## config.mk

```make
export PLATFORM = sky130hd
export DESIGN_NAME = c_result_streamer
export DESIGN_NICKNAME = d
export VERILOG_FILES = /design/src/rtl/c_result_streamer.sv
export SDC_FILE = /design/constraint.sdc
export NUM_CORES = 1
export LEC_CHECK = 0
export ABC_AREA = 0
export BUFFER_PORTS_ARGS = -buffer_cell sky130_fd_sc_hd__buf_2
export CELL_PAD_IN_SITES_DETAIL_PLACEMENT = 0
export CELL_PAD_IN_SITES_GLOBAL_PLACEMENT = 2
export CORE_MARGIN = 10
export CORE_UTILIZATION = 35
export CTS_BUF_LIST = sky130_fd_sc_hd__clkbuf_4
export DETAILED_ROUTE_END_ITERATION = 12
export PLACE_DENSITY = 0.86
export RECOVER_POWER = 100
export SETUP_SLACK_MARGIN = 0.05
export SLEW_MARGIN = 20
export SYNTH_ARGS = -nofsm -noshare
export SYNTH_HDL_FRONTEND = slang
export SYNTH_SLANG_ARGS = --single-unit
```

## constraint.sdc

```tcl
create_clock -name clk -period 21.9 [get_ports clk]
set_input_delay 2.19 -clock clk [delete_from_list [all_inputs] [get_ports clk]]
set_output_delay 2.19 -clock clk [all_outputs]
set_load 0.005 [all_outputs]
```

## src/rtl/c_result_streamer.sv

```systemverilog
// Snapshots the systolic array's N*N result on each done rising edge and streams it row-major
// over valid/ready with a write address. Define C_RESULT_STREAMER_CHECKSUM_EN to add `checksum`.
module c_result_streamer #(
  parameter int unsigned N         = 4,
  parameter int unsigned ACCW      = 16,
  parameter int unsigned ADDRW     = 9,
  parameter int unsigned BASE_ADDR = 0
) (
  input  logic                    clk,
  input  logic                    reset,
  input  logic                    done_in,
  input  logic [ACCW*N*N-1:0]     c_flat,
  output logic                    m_valid,
  input  logic                    m_ready,
  output logic [ACCW-1:0]         m_data,
  output logic [ADDRW-1:0]        m_addr,
  output logic                    m_last,
  output logic                    busy,
  output logic                    wr_done,
`ifdef C_RESULT_STREAMER_CHECKSUM_EN
  output logic [ACCW+$clog2(N*N)-1:0] checksum,
`endif
  output logic                    overrun
);

  localparam int unsigned Elems = N * N;
  localparam int unsigned IdxW  = (Elems > 1) ? $clog2(Elems) : 1;
  localparam logic [IdxW-1:0]  LastIdx  = IdxW'(Elems - 1);
  localparam logic [ADDRW-1:0] BaseAddr = ADDRW'(BASE_ADDR);

  typedef enum logic {StIdle, StStream} state_e;

  state_e                r_state, w_state_nxt;
  logic                  r_done_q;
  logic [ACCW*Elems-1:0] r_snap;
  logic [IdxW-1:0]       r_idx, w_idx_nxt;
  logic                  r_wr_done, w_wr_done_nxt;
  logic                  r_overrun, w_overrun_nxt;
  logic                  w_cap, w_capture, w_xfer, w_at_last;

  assign w_cap     = done_in & ~r_done_q;
  assign w_at_last = (r_idx == LastIdx);
  assign w_xfer    = m_valid & m_ready;

  // A cap seen on the final-beat cycle is still in StStream, so it counts as overrun.
  always_comb begin
    w_state_nxt   = r_state;
    w_idx_nxt     = r_idx;
    w_wr_done_nxt = 1'b0;
    w_overrun_nxt = r_overrun;
    w_capture     = 1'b0;
    unique case (r_state)
      StIdle: begin
        if (w_cap) begin
          w_capture   = 1'b1;
          w_idx_nxt   = '0;
          w_state_nxt = StStream;
        end
      end
      StStream: begin
        if (w_cap) w_overrun_nxt = 1'b1;
        if (w_xfer) begin
          if (w_at_last) begin
            w_idx_nxt     = '0;
            w_state_nxt   = StIdle;
            w_wr_done_nxt = 1'b1;
          end else begin
            w_idx_nxt = r_idx + 1'b1;
          end
        end
      end
    endcase
  end

  always_ff @(posedge clk) begin
    if (reset) begin
      r_state   <= StIdle;
      r_done_q  <= 1'b0;
      r_idx     <= '0;
      r_wr_done <= 1'b0;
      r_overrun <= 1'b0;
    end else begin
      r_state   <= w_state_nxt;
      r_done_q  <= done_in;
      r_idx     <= w_idx_nxt;
      r_wr_done <= w_wr_done_nxt;
      r_overrun <= w_overrun_nxt;
    end
  end

  always_ff @(posedge clk) begin
    if (w_capture) r_snap <= c_flat;
  end

  assign m_valid = (r_state == StStream);
  assign busy    = m_valid;
  assign m_last  = m_valid & w_at_last;
  assign m_data  = m_valid ? r_snap[r_idx*ACCW +: ACCW] : '0;
  assign m_addr  = BaseAddr + ADDRW'(r_idx);
  assign wr_done = r_wr_done;
  assign overrun = r_overrun;

`ifdef C_RESULT_STREAMER_CHECKSUM_EN
  localparam int unsigned CsW = ACCW + $clog2(Elems);

  logic [CsW-1:0] r_checksum;

  always_ff @(posedge clk) begin
    if (reset || w_capture) begin
      r_checksum <= '0;
    end else if (w_xfer) begin
      r_checksum <= r_checksum + CsW'(m_data);
    end
  end

  assign checksum = r_checksum;
`endif

endmodule

```

After elaboration in Yosys (flattened, before gate mapping)
Cells that the tools add are included.
{"block": "totals", "register_bits": 264, "output_inout_bits": 30, "wordCells": 31}
{"block": "classes", "shifts": 1, "n_eq_ne": 3, "mux": 11, "reduce_logical": 3, "bitwise_logic": 6, "add_sub_neg": 1}
{"cell": "$shiftx 256x9->16", "n": 1}
{"cell": "$mux 16", "n": 1}
{"cell": "$mux 4", "n": 3}
{"cell": "$pmux 4 s2", "n": 1}
{"cell": "$mux 1", "n": 5}
{"cell": "$add 4x1->4 const B", "n": 1}
{"cell": "$eq 4x4->1 const B", "n": 1}
{"cell": "$reduce_and 2->1", "n": 2}
{"cell": "$and 1x1->1", "n": 3}
{"cell": "$not 1->1", "n": 3}
{"cell": "$reduce_or 3->1", "n": 1}
{"cell": "$ne 2x1->1 const B", "n": 1}
{"cell": "$ne 2x2->1 const B", "n": 1}
{"cell": "$pmux 1 s2", "n": 1}

Longest topological paths before layout
Gate-level depths: netlist of the first run.
{"block": "logic_depth", "word_depth": 4, "ltp_mapped": 7}

Least setup slack after synthesis of the first run
No wires, ideal clock.
{"block": "synth_path", "path_type": "input -> register", "from": "input done_in", "to": "register r_snap[0] (enable)", "stages": 1, "path_slack_ns": 0.218, "t_required_ns": 20.658, "arrival_ns": 20.440, "path_buffers": 0, "path_cell_list": "nor3b_1"}
{"block": "synth_via", "elab_chain_cells": 3}
{"item": "from (decl)", "line_no": "11", "rtl": "input logic done_in,"}
{"item": "$and 1x1->1", "line_no": "41", "rtl": "assign w_cap = done_in & ~r_done_q;"}
{"item": "$mux 1", "line_no": "54", "rtl": "if (w_cap) begin"}
{"item": "$mux 1", "line_no": "52", "rtl": "unique case (r_state)"}
{"item": "to (signal assigned)", "line_no": "92", "rtl": "if (w_capture) r_snap <= c_flat;"}
{"item": "to (decl)", "line_no": "35", "rtl": "logic [ACCW*Elems-1:0] r_snap;"}
No other way between the ends.
A chain may end at the register's enable or synchronous reset.

Worst setup path in the final report of the first run
{"block": "layout_path", "from": "register r_idx[0]", "to": "output m_data[1]"}
{"block": "layout_via", "elab_chain_cells": 2}
{"item": "from (decl)", "line_no": "36", "rtl": "logic [IdxW-1:0] r_idx, w_idx_nxt;"}
{"item": "from (signal assigned)", "line_no": "85", "rtl": "r_idx <= w_idx_nxt;"}
{"item": "$shiftx 256x9->16", "line_no": "98", "rtl": "assign m_data = m_valid ? r_snap[r_idx*ACCW +: ACCW] : '0;"}
{"item": "$mux 16", "line_no": "98"}
{"item": "to (decl)", "line_no": "15", "rtl": "output logic [ACCW-1:0] m_data,"}
No other way between the ends.

==> results.tsv, run 1 <==
stage	metric	value	unit
outcome	status	finished with violations	
outcome	failed_checks	max-capacitance violations, max-slew violations	
clock_network	numClockSinks	264	
sta	rsz0062_at_grt	false	
clock_network	hold_buffers	0	
sta	tightest_slew	4.71	ns
sta	setup_slack	12.06	ns
floorplan	core_area	28900	um2
sta	max-slew-margin-rel	-214	%
global_routing	grt_max_degree	90	
worst_setup_path	worstPathRequired	19.71	ns
sta	drv_slew	410	
place	hpwlAfterDp	19.8	mm
drt	dr.pass1.iters	5	
drt	finalWirelength	27.9	mm
clock_network	cts-root-buf	clkbuf_4	
sta	final.setup_skew	0.0577	ns
place	pre_cts_ws	16.45	ns
sta	finalHoldViolCount	0	
clock_network	post-cts-setup-buffers	0	
logic_synthesis	avgSynthCellArea	19.5	um2
global_routing	met2_usage	24.4	%
clock_network	insertion_delay	0.70	ns
power	p_comb_share	6.4	%
drt	wl_per_cell	21.7	um
sta	timing.final.crit_share	44.9	%
worst_hold_path	hold_class	flop to flop	
global_routing	grtUsageMet3	5.23	%
layout	drive_above_1_share	39.7	%
logic_synthesis	synth_top_family_by_area	multiplexers	
drt	initialDrtViolationCount	359	
worst_setup_path	path_max_fanout	58	
power	swShare	22.3	%
worst_setup_path	critical_path_class	flop to output pin	
power	p_int	0.843	mW
logic_synthesis	ys_warn_count	0	
power	p_clk_share	38.2	%
floorplan	io_pins	290	
floorplan	die_w	192	um
drt	ant_nets	0	
clock_network	cts_max_level	3	
flow_run	drv_cap	7	
floorplan	start_util	35.7	%
clock_network	clk_pin_slew	0.06	ns
sta	holdWs	0.475	ns
floorplan	die_h	192	um
drt	vias_per_cell	4.83	
layout	final_util	44.2	%
worst_setup_path	start_kind	flop	
global_routing	grt.met1_usage	17.4	%
power	vdd_drop_max	0.0512	mV
layout	synthToLayoutAreaGrowth	23.9	%
logic_synthesis	ys_ff_latch	264	
floorplan	dieArea	36700	um2
global_routing	grt_pass1_vias	6844	
clock_network	cts-buffers-inserted	70	
clock_network	cts_resized	0	
logic_synthesis	synth_compound_area_share	5.30	%
global_routing	grt_usage	14.8	%
global_routing	grt_pass1_wl	40.3	mm
global_routing	grt.overflow.total	0	
worst_setup_path	critPathArrivalTime	7.65	ns
global_routing	antenna_found_initial	5	
power	p_sw	0.242	mW
logic_synthesis	synth_xor_area_share	0	%
logic_synthesis	yosysSeqAreaShare	76.2	%
clock_network	cts_tree	yes	
place	port_buffers	284	
logic_synthesis	synth_mux_area_share	13.7	%
logic_synthesis	yosysUniqueCellTypes	33	
layout	nets	1120	
floorplan	rows	62	
sta	clock.fmax	0.102	GHz
sta	fin_crit	9.84	ns
logic_synthesis	synthAdderAreaFrac	0.121	%
power	seqPwrFrac	55.4	%
clock_network	clock_path_buffers	3	
sta	setup_viol	0	
logic_synthesis	yosys.area_share.simple	1.72	%
logic_synthesis	netlist_instances	529	
worst_setup_path	cp-end-kind	output pin	
global_routing	grt_most_used_layer	met2	
power	p_per_area	85.0	nW/um2
drt	num_vias	6218	
place	gp_congestion	0.785	
sta	setup_tns	0	ns
logic_synthesis	mappedNetlistArea	10300	um2
drt	drc	0	
power	power_leakage	4.65	nW
-- layout make-up --
cell class | instances | area, um2
well taps | 384 | 480
flip-flops and latches | 264 | 7850
clock inverters | 15 | 111
fillers | 2625 | 16100
clock buffers | 98 | 736
repair buffers | 291 | 1400
diodes | 4 | 10.0
inverters | 2 | 7.51
multi-input cells | 230 | 2170
-- worst paths after layout --
kind / startpoint / to / slack, ns / cells after the start
worst max-delay path: r_idx[0]$_SDFFE_PP0P_ / m_data[1] / 12.06 / 5
worst min-delay path: overrun$_SDFFE_PP0P_ / overrun$_SDFFE_PP0P_ / 0.48 / 2
worst max register to register: r_idx[0]$_SDFFE_PP0P_ / r_idx[0]$_SDFFE_PP0P_ / 15.18 / 5
worst min register to register: overrun$_SDFFE_PP0P_ / overrun$_SDFFE_PP0P_ / 0.48 / 2
-- layout by cell type (no fill, tap or decap), types with 2 or more instances in the layout --
master,n
a21oi_1,3
a221oi_1,25
a22oi_1,15
buf_2,237
buf_4,2
clkbuf_1,52
clkbuf_4,98
clkinv_1,7
clkinv_4,2
clkinvlp_4,2
conb_1,5
dfxtp_1,8
diode_2,4
edfxtp_1,256
inv_1,2
inv_6,2
mux2i_1,79
mux4_1,15
mux4_2,10
nand2_1,20
nor2_1,7
nor2b_1,4
nor3_1,2
o21ai_0,25
o21ai_1,7
-- cell families (layout without fill, tap and decap cells) --
family / count (synthesis) / after routing
compound gates: 80 / 80
buf+inv: 39 / 406
other cells: 1 / 9
mux: 104 / 104
fa+ha+maj: 1 / 1
simple gates: 40 / 40
flops: 264 / 264
-- sequential cells by signal, indices dropped and copies added, names as in the netlist --
name,cells
r_snap,256
overrun,1
r_done_q,1
wr_done,1
busy,1
r_idx,4
-- power groups by stage --
stage                     logic [mW]  registers, mW  clock network, mW
after global placement        0.0678          0.608                  0
after floorplan               0.0383          0.622                  0
after global routing          0.0763          0.603              0.461
final                         0.0692          0.601              0.414
after detailed placement      0.0697          0.609                  0
after CTS                     0.0698          0.598              0.430
-- metal layers --
| layer | vias to the layer above | share of wire, % |
|---|---|---|
| met5 | - | 0.047 |
| met4 | 2 | 2.1 |
| met3 | 55 | 8.6 |
| met2 | 310 | 50 |
| met1 | 2987 | 40 |
| li1 | 2864 | - |
-- worst max-delay path, cell delays in order, from the launching register on --
cell,delay [ns]
dfxtp_1,2.46
clkbuf_1,3.00
mux4_1,0.81
o21ai_0,0.39
nand2_1,0.09
clkbuf_1,0.14
-- Yosys cell counts, drive strengths merged --
cell	instances	area (um2)
a211oi	1	7.51
a21o	1	7.51
a21oi	3	15.0
a221oi	25	219
a22oi	15	113
a31oi	1	6.26
a32oi	1	8.76
a41oi	1	8.76
and2	1	6.26
buf	24	249
clkbuf	13	48.8
conb	1	3.75
dfxtp	8	160
edfxtp	256	7690
ha	1	12.5
inv	2	7.51
mux2i	79	791
mux4	25	619
nand2	20	75.1
nand2b	1	6.26
nand3	1	5.00
nand4	1	6.26
nor2	8	30.0
nor2b	5	31.3
nor3	2	10.0
nor3b	1	7.51
o21ai	32	160
-- per-stage QoR --
step | instances | area (um2) | power [mW]
5_1_grt | 1286 | 12800 | 1.14
6_report | 1288 | 12800 | 1.08
3_3_place_gp | 1171 | 12000 | 0.676
4_1_cts | 1284 | 12800 | 1.10
3_5_place_dp | 1171 | 12000 | 0.679
2_1_floorplan | 533 | 10300 | 0.660
Note: power is estimated with default switching activity, not from simulation.
==> inputs of run 2 (changes only) <==
==> constraint.sdc (replaced) <==
create_clock -name clk -period 7.9 [get_ports clk]
set_input_delay 0.79 -clock clk [delete_from_list [all_inputs] [get_ports clk]]
set_output_delay 0.79 -clock clk [all_outputs]
set_load 0.005 [all_outputs]
==> run 2 against run 1 <==
The run still ends with max-capacitance violations, max-slew violations left; critical endpoint is now r_snap[191]$_DFFE_PP_; critical path type is now flop to flop; sequential share of layout area is 0.054 points lower; core utilization rose by 0.074 points; clock skew decreased by 0.0014 ns; final area is 0.17% higher.
==> results.tsv, run 2 (synthesis results as in run 1) <==
stage	metric	value	unit
worst_setup_path	rr_worst_depth	3	
clock_network	post-cts-setup-buffers	0	
drt	dr.pass1.iters	4	
worst_setup_path	max_stage_delay	3.03	ns
worst_setup_path	worstPathRequired	8.14	ns
sta	final.setup_skew	0.0563	ns
worst_setup_path	r2r-end	r_snap[191]$_DFFE_PP_	
power	p_int	2.35	mW
drt	ant_nets	0	
power	p_per_area	234	nW/um2
worst_setup_path	crit_start	busy$_SDFF_PP0_	
power	p_comb_share	6.6	%
global_routing	grt_pass1_vias	6820	
outcome	status	finished with violations	
power	swShare	21.5	%
place	placed_cell_area	12000	um2
global_routing	grt_pass1_wl	39.6	mm
layout	ff_latch_area	7850	um2
clock_network	hold_buffers	0	
drt	vias_per_cell	4.74	
power	p_sw	0.645	mW
drt	drc	0	
worst_setup_path	rr_startpoint	busy$_SDFF_PP0_	
layout	nets	1122	
outcome	failed_checks	max-capacitance violations, max-slew violations	
drt	finalWirelength	27.1	mm
clock_network	insertion_delay	0.65	ns
floorplan	die_w	192	um
floorplan	rows	62	
place	port_buffers	284	
worst_setup_path	critical_path_class	flop to flop	
sta	tightest_slew	4.40	ns
sta	drv_slew	242	
sta	clock.fmax	0.185	GHz
clock_network	cts_max_level	3	
power	p_clk_share	38.0	%
sta	rsz0062_at_grt	false	
worst_setup_path	cp_slowest_cell	clkbuf_2	
floorplan	core_area	28900	um2
worst_setup_path	start_kind	flop	
worst_hold_path	whs_path_depth	1	
worst_setup_path	crit_buf_inv	2	
sta	setup_viol	0	
floorplan	start_util	35.7	%
sta	setup_tns	0	ns
sta	setup_slack	2.51	ns
clock_network	clock_path_buffers	3	
layout	largestRegisters	r_snap x256, r_idx x4	
worst_hold_path	hold_start	c_flat[47]	
worst_hold_path	hold_class	input pin to flop	
layout	mostFrequentLayoutCell	edfxtp_1	
clock_network	cts-root-buf	clkbuf_4	
layout	multiInputGateArea	2170	um2
global_routing	grt_usage	14.4	%
worst_setup_path	path_max_fanout	180	
layout	fillers	2632	
drt	wl_per_cell	21.0	um
floorplan	io_pins	290	
sta	max-slew-margin-rel	-193	%
layout	largest_reg_flops	256	
floorplan	dieArea	36700	um2
place	gp_congestion	0.767	
layout	largest_register	r_snap	
layout	synthToLayoutAreaGrowth	24.1	%
clock_network	clk_pin_slew	0.06	ns
layout	drive_above_1_share	40.3	%
global_routing	antenna_found_initial	10	
power	vdd_drop_max	0.125	mV
drt	initialDrtViolationCount	412	
place	hpwlAfterDp	19.4	mm
clock_network	cts_resized	0	
floorplan	die_h	192	um
flow_run	drv_cap	3	
worst_setup_path	critPathArrivalTime	5.63	ns
drt	num_vias	6111	
worst_setup_path	r2r_slack	2.51	ns
sta	finalHoldViolCount	0	
clock_network	cts_tree	yes	
clock_network	numClockSinks	264	
worst_setup_path	cp-end-kind	flop	
layout	finalInstanceArea	12800	um2
layout	final_cell_mix	edfxtp_1 (256), buf_2 (240), clkbuf_4 (96), mux2i_1 (79), clkbuf_1 (46)	
power	seqPwrFrac	55.4	%
global_routing	grt.overflow.total	0	
global_routing	grt_max_degree	181	
clock_network	cts-buffers-inserted	71	
sta	timing.final.crit_share	68.2	%
worst_setup_path	worstPathCellList	nor3b_1 -> clkbuf_2 -> buf_4	
worst_hold_path	hold_end	r_snap[47]$_DFFE_PP_	
place	pre_cts_ws	4.61	ns
worst_setup_path	cpLargestDelayFamily	buffers and inverters	
sta	fin_crit	5.39	ns
power	power_leakage	4.68	nW
run 2: how the worst max path moves through the flow:
stage,end,slack (ns),cells past startpoint
detailed placement,m_data[5],4.61,5
global placement,m_data[5],4.64,5
finish,r_snap[191]$_DFFE_PP_,2.51,3
floorplan,r_snap[0]$_DFFE_PP_,0.17,1
CTS,m_data[5],3.89,5
global route,r_snap[159]$_DFFE_PP_,2.01,3
run 2: final cells by class:
cell class,instances,share of cell area (%)
flip-flops and latches,264,61.4
repair buffers,292,11.0
clock inverters,15,0.940
inverters,2,0.0587
diodes,7,0.137
multi-input cells,230,17.0
well taps,384,3.76
clock buffers,96,5.64
run 2: per-stage QoR:
step           util [%]  hold slack, ns  power (mW)  std cells
5_1_grt            44.3           0.227        3.15       1289
6_report           44.3           0.312        2.99       1290
3_5_place_dp       41.6           0.469        1.89       1172
2_1_floorplan         -           0.460        1.79        533
4_1_cts            44.6           0.217        3.04       1283
3_3_place_gp       41.6           0.448        1.88       1172
run 2: power by group through the flow:
stage / Combinational, mW / Clock (mW) / Sequential (mW)
global placement: 0.204 / 0 / 1.68
CTS: 0.206 / 1.18 / 1.65
floorplan: 0.107 / 0 / 1.69
detailed placement: 0.205 / 0 / 1.68
finish: 0.198 / 1.14 / 1.66
global route: 0.217 / 1.27 / 1.67
run 2: metal layers:
layer / routed length (um) / global-route usage [%] / part of all wire, %
met3: 2300 / 5.48 / 8.5
met2: 13200 / 22.5 / 49
met1: 11000 / 17.4 / 41
met5: 41 / 0 / 0.15
met4: 637 / 6.34 / 2.3
==> inputs of run 3 (changes only) <==
--- a/config.mk
+++ b/config.mk
@@ -10,10 +10,10 @@
 export CELL_PAD_IN_SITES_DETAIL_PLACEMENT = 0
 export CELL_PAD_IN_SITES_GLOBAL_PLACEMENT = 2
 export CORE_MARGIN = 10
-export CORE_UTILIZATION = 35
+export CORE_UTILIZATION = 38
 export CTS_BUF_LIST = sky130_fd_sc_hd__clkbuf_4
 export DETAILED_ROUTE_END_ITERATION = 12
-export PLACE_DENSITY = 0.86
+export PLACE_DENSITY = 0.88
 export RECOVER_POWER = 100
 export SETUP_SLACK_MARGIN = 0.05
 export SLEW_MARGIN = 20
==> constraint.sdc (replaced) <==
create_clock -name clk -period 5.3 [get_ports clk]
set_input_delay 0.53 -clock clk [delete_from_list [all_inputs] [get_ports clk]]
set_output_delay 0.53 -clock clk [all_outputs]
set_load 0.005 [all_outputs]
==> run 3 against run 2 <==
The run still ends with max-capacitance violations, max-slew violations left; combinational power is 110% higher; count of clock-buffer cells in the layout is 2 higher; sequential power is 49% higher; die area is 7.1% lower.
==> results.tsv, run 3 (synthesis results as in run 1) <==
stage	metric	value	unit
outcome	status	finished with violations	
outcome	failed_checks	max-capacitance violations, max-slew violations	
global_routing	grt.overflow.total	0	
power	vdd_drop_max	0.178	mV
place	placed_cell_area	12000	um2
layout	mostFrequentLayoutCell	edfxtp_1	
sta	max-slew-margin-rel	-124	%
power	p_sw	1.10	mW
layout	largest_reg_flops	256	
drt	num_vias	7031	
global_routing	grt_max_degree	137	
floorplan	core_area	26800	um2
layout	finalInstanceArea	14600	um2
clock_network	clock_path_buffers	3	
global_routing	antenna_found_initial	3	
clock_network	cts_tree	yes	
clock_network	post-cts-setup-buffers	0	
place	port_buffers	284	
power	seqPwrFrac	52.5	%
worst_setup_path	critical_path_class	flop to output pin	
floorplan	die_h	185	um
layout	nets	1302	
clock_network	cts-root-buf	clkbuf_4	
worst_hold_path	hold_class	input pin to flop	
global_routing	grt_pass1_vias	7758	
place	hpwlAfterDp	19.5	mm
power	p_int	3.63	mW
drt	vias_per_cell	4.90	
clock_network	cts_max_level	3	
flow_run	drv_cap	2	
drt	wl_per_cell	21.8	um
sta	finalHoldViolCount	0	
clock_network	cts_resized	0	
sta	timing.final.crit_share	77.1	%
drt	finalWirelength	31.3	mm
power	p_comb_share	8.6	%
power	swShare	23.2	%
drt	dr.pass1.iters	6	
layout	largest_register	r_snap	
power	p_per_area	323	nW/um2
clock_network	cts-buffers-inserted	71	
power	p_clk_share	38.9	%
power	power_leakage	5.42	nW
worst_setup_path	worstPathRequired	4.77	ns
layout	synthToLayoutAreaGrowth	41.7	%
floorplan	die_w	185	um
sta	clock.fmax	0.245	GHz
worst_setup_path	path_max_fanout	34	
layout	final_cell_mix	edfxtp_1 (256), buf_2 (220), dlygate4sd3_1 (183), clkbuf_4 (98), mux2i_1 (79)	
drt	drc	0	
place	gp_congestion	0.802	
worst_setup_path	cp-end-kind	output pin	
worst_setup_path	max_stage_delay	1.24	ns
drt	ant_nets	0	
layout	drive_above_1_share	32.0	%
sta	drv_slew	259	
floorplan	dieArea	34100	um2
global_routing	grt_pass1_wl	45.8	mm
sta	final.setup_skew	0.0538	ns
sta	fin_crit	4.09	ns
worst_setup_path	critPathArrivalTime	3.56	ns
clock_network	clk_pin_slew	0.07	ns
clock_network	numClockSinks	264	
floorplan	io_pins	290	
worst_setup_path	worstPathCellList	nor2b_4 -> a221oi_1 -> o21ai_0 -> o21ai_0 -> buf_2	
sta	setup_viol	0	
clock_network	insertion_delay	0.69	ns
worst_setup_path	cp_slowest_cell	dfxtp_1	
sta	setup_tns	0	ns
worst_setup_path	crit_top_cell	o21ai_0	
floorplan	start_util	38.4	%
global_routing	grt_usage	17.9	%
floorplan	rows	60	
drt	initialDrtViolationCount	515	
sta	rsz0062_at_grt	false	
worst_setup_path	start_kind	flop	
sta	tightest_slew	3.37	ns
layout	final_util	54.5	%
layout	largestRegisters	r_snap x256, r_idx x4	
run 3: power by group through the flow:
| stage | clock network (mW) | registers [mW] | logic (mW) |
|---|---|---|---|
| 5_1_grt | 2.00 | 2.49 | 0.439 |
| 3_3_place_gp | 0 | 2.50 | 0.304 |
| 4_1_cts | 1.88 | 2.46 | 0.416 |
| 2_1_floorplan | 0 | 2.52 | 0.159 |
| 3_5_place_dp | 0 | 2.51 | 0.307 |
| 6_report | 1.84 | 2.48 | 0.408 |
run 3: final cells by class:
class                      instances  area [um2]
inverter                           2        7.51
fill                            2106       12200
multi-input combinational        230        2180
timing repair buffer             472        3220
sequential                       264        7850
clock inverter                    25         178
antenna                            3        7.51
clock buffer                      98         736
tap                              341         427
run 3: metal layers:
layer  GRT usage [%]  vias up  share of wire, %
met5               0        -                 0
met4            7.64        0               2.9
met3            5.69       56               7.8
met2            30.6      328                52
met1            20.2     3414                37
li1                -     3233                 -
run 3: final timing paths:
kind                         startpoint               endpoint  slack (ns)  depth (start not counted)
setup / recovery  r_idx[2]$_SDFFE_PP0P_             m_data[10]        1.21                          5
hold / removal                c_flat[4]    r_snap[4]$_DFFE_PP_        0.07                          1
setup reg to reg        busy$_SDFF_PP0_  r_snap[243]$_DFFE_PP_        1.51                          2
hold reg to reg    overrun$_SDFFE_PP0P_   overrun$_SDFFE_PP0P_        0.49                          2
run 3: stage by stage:
stage	power (mW)	worst slack (ns)	hold WS [ns]	cells
5_1_grt	4.93	0.921	0.000915	1435
3_3_place_gp	2.81	2.26	0.468	1126
3_5_place_dp	2.82	2.24	0.464	1126
6_report	4.72	1.21	0.0683	1435
4_1_cts	4.76	1.50	0.000268	1432
2_1_floorplan	2.67	-2.17	0.460	533
run 3: worst max-delay path, delay by kind of cell, from the launching register on:
kind                   cells  cell delay, ns
AO/OA/AOI/OAI              3            0.51
flip-flops                 1            1.24
AND/OR/NAND/NOR            1            0.96
buffers and inverters      1            0.19
run 3: timing repair:
action                     4_1_cts  5_1_grt
hold buffers                   183        0
setup endpoints to repair        0        0
hold endpoints to repair       183        0
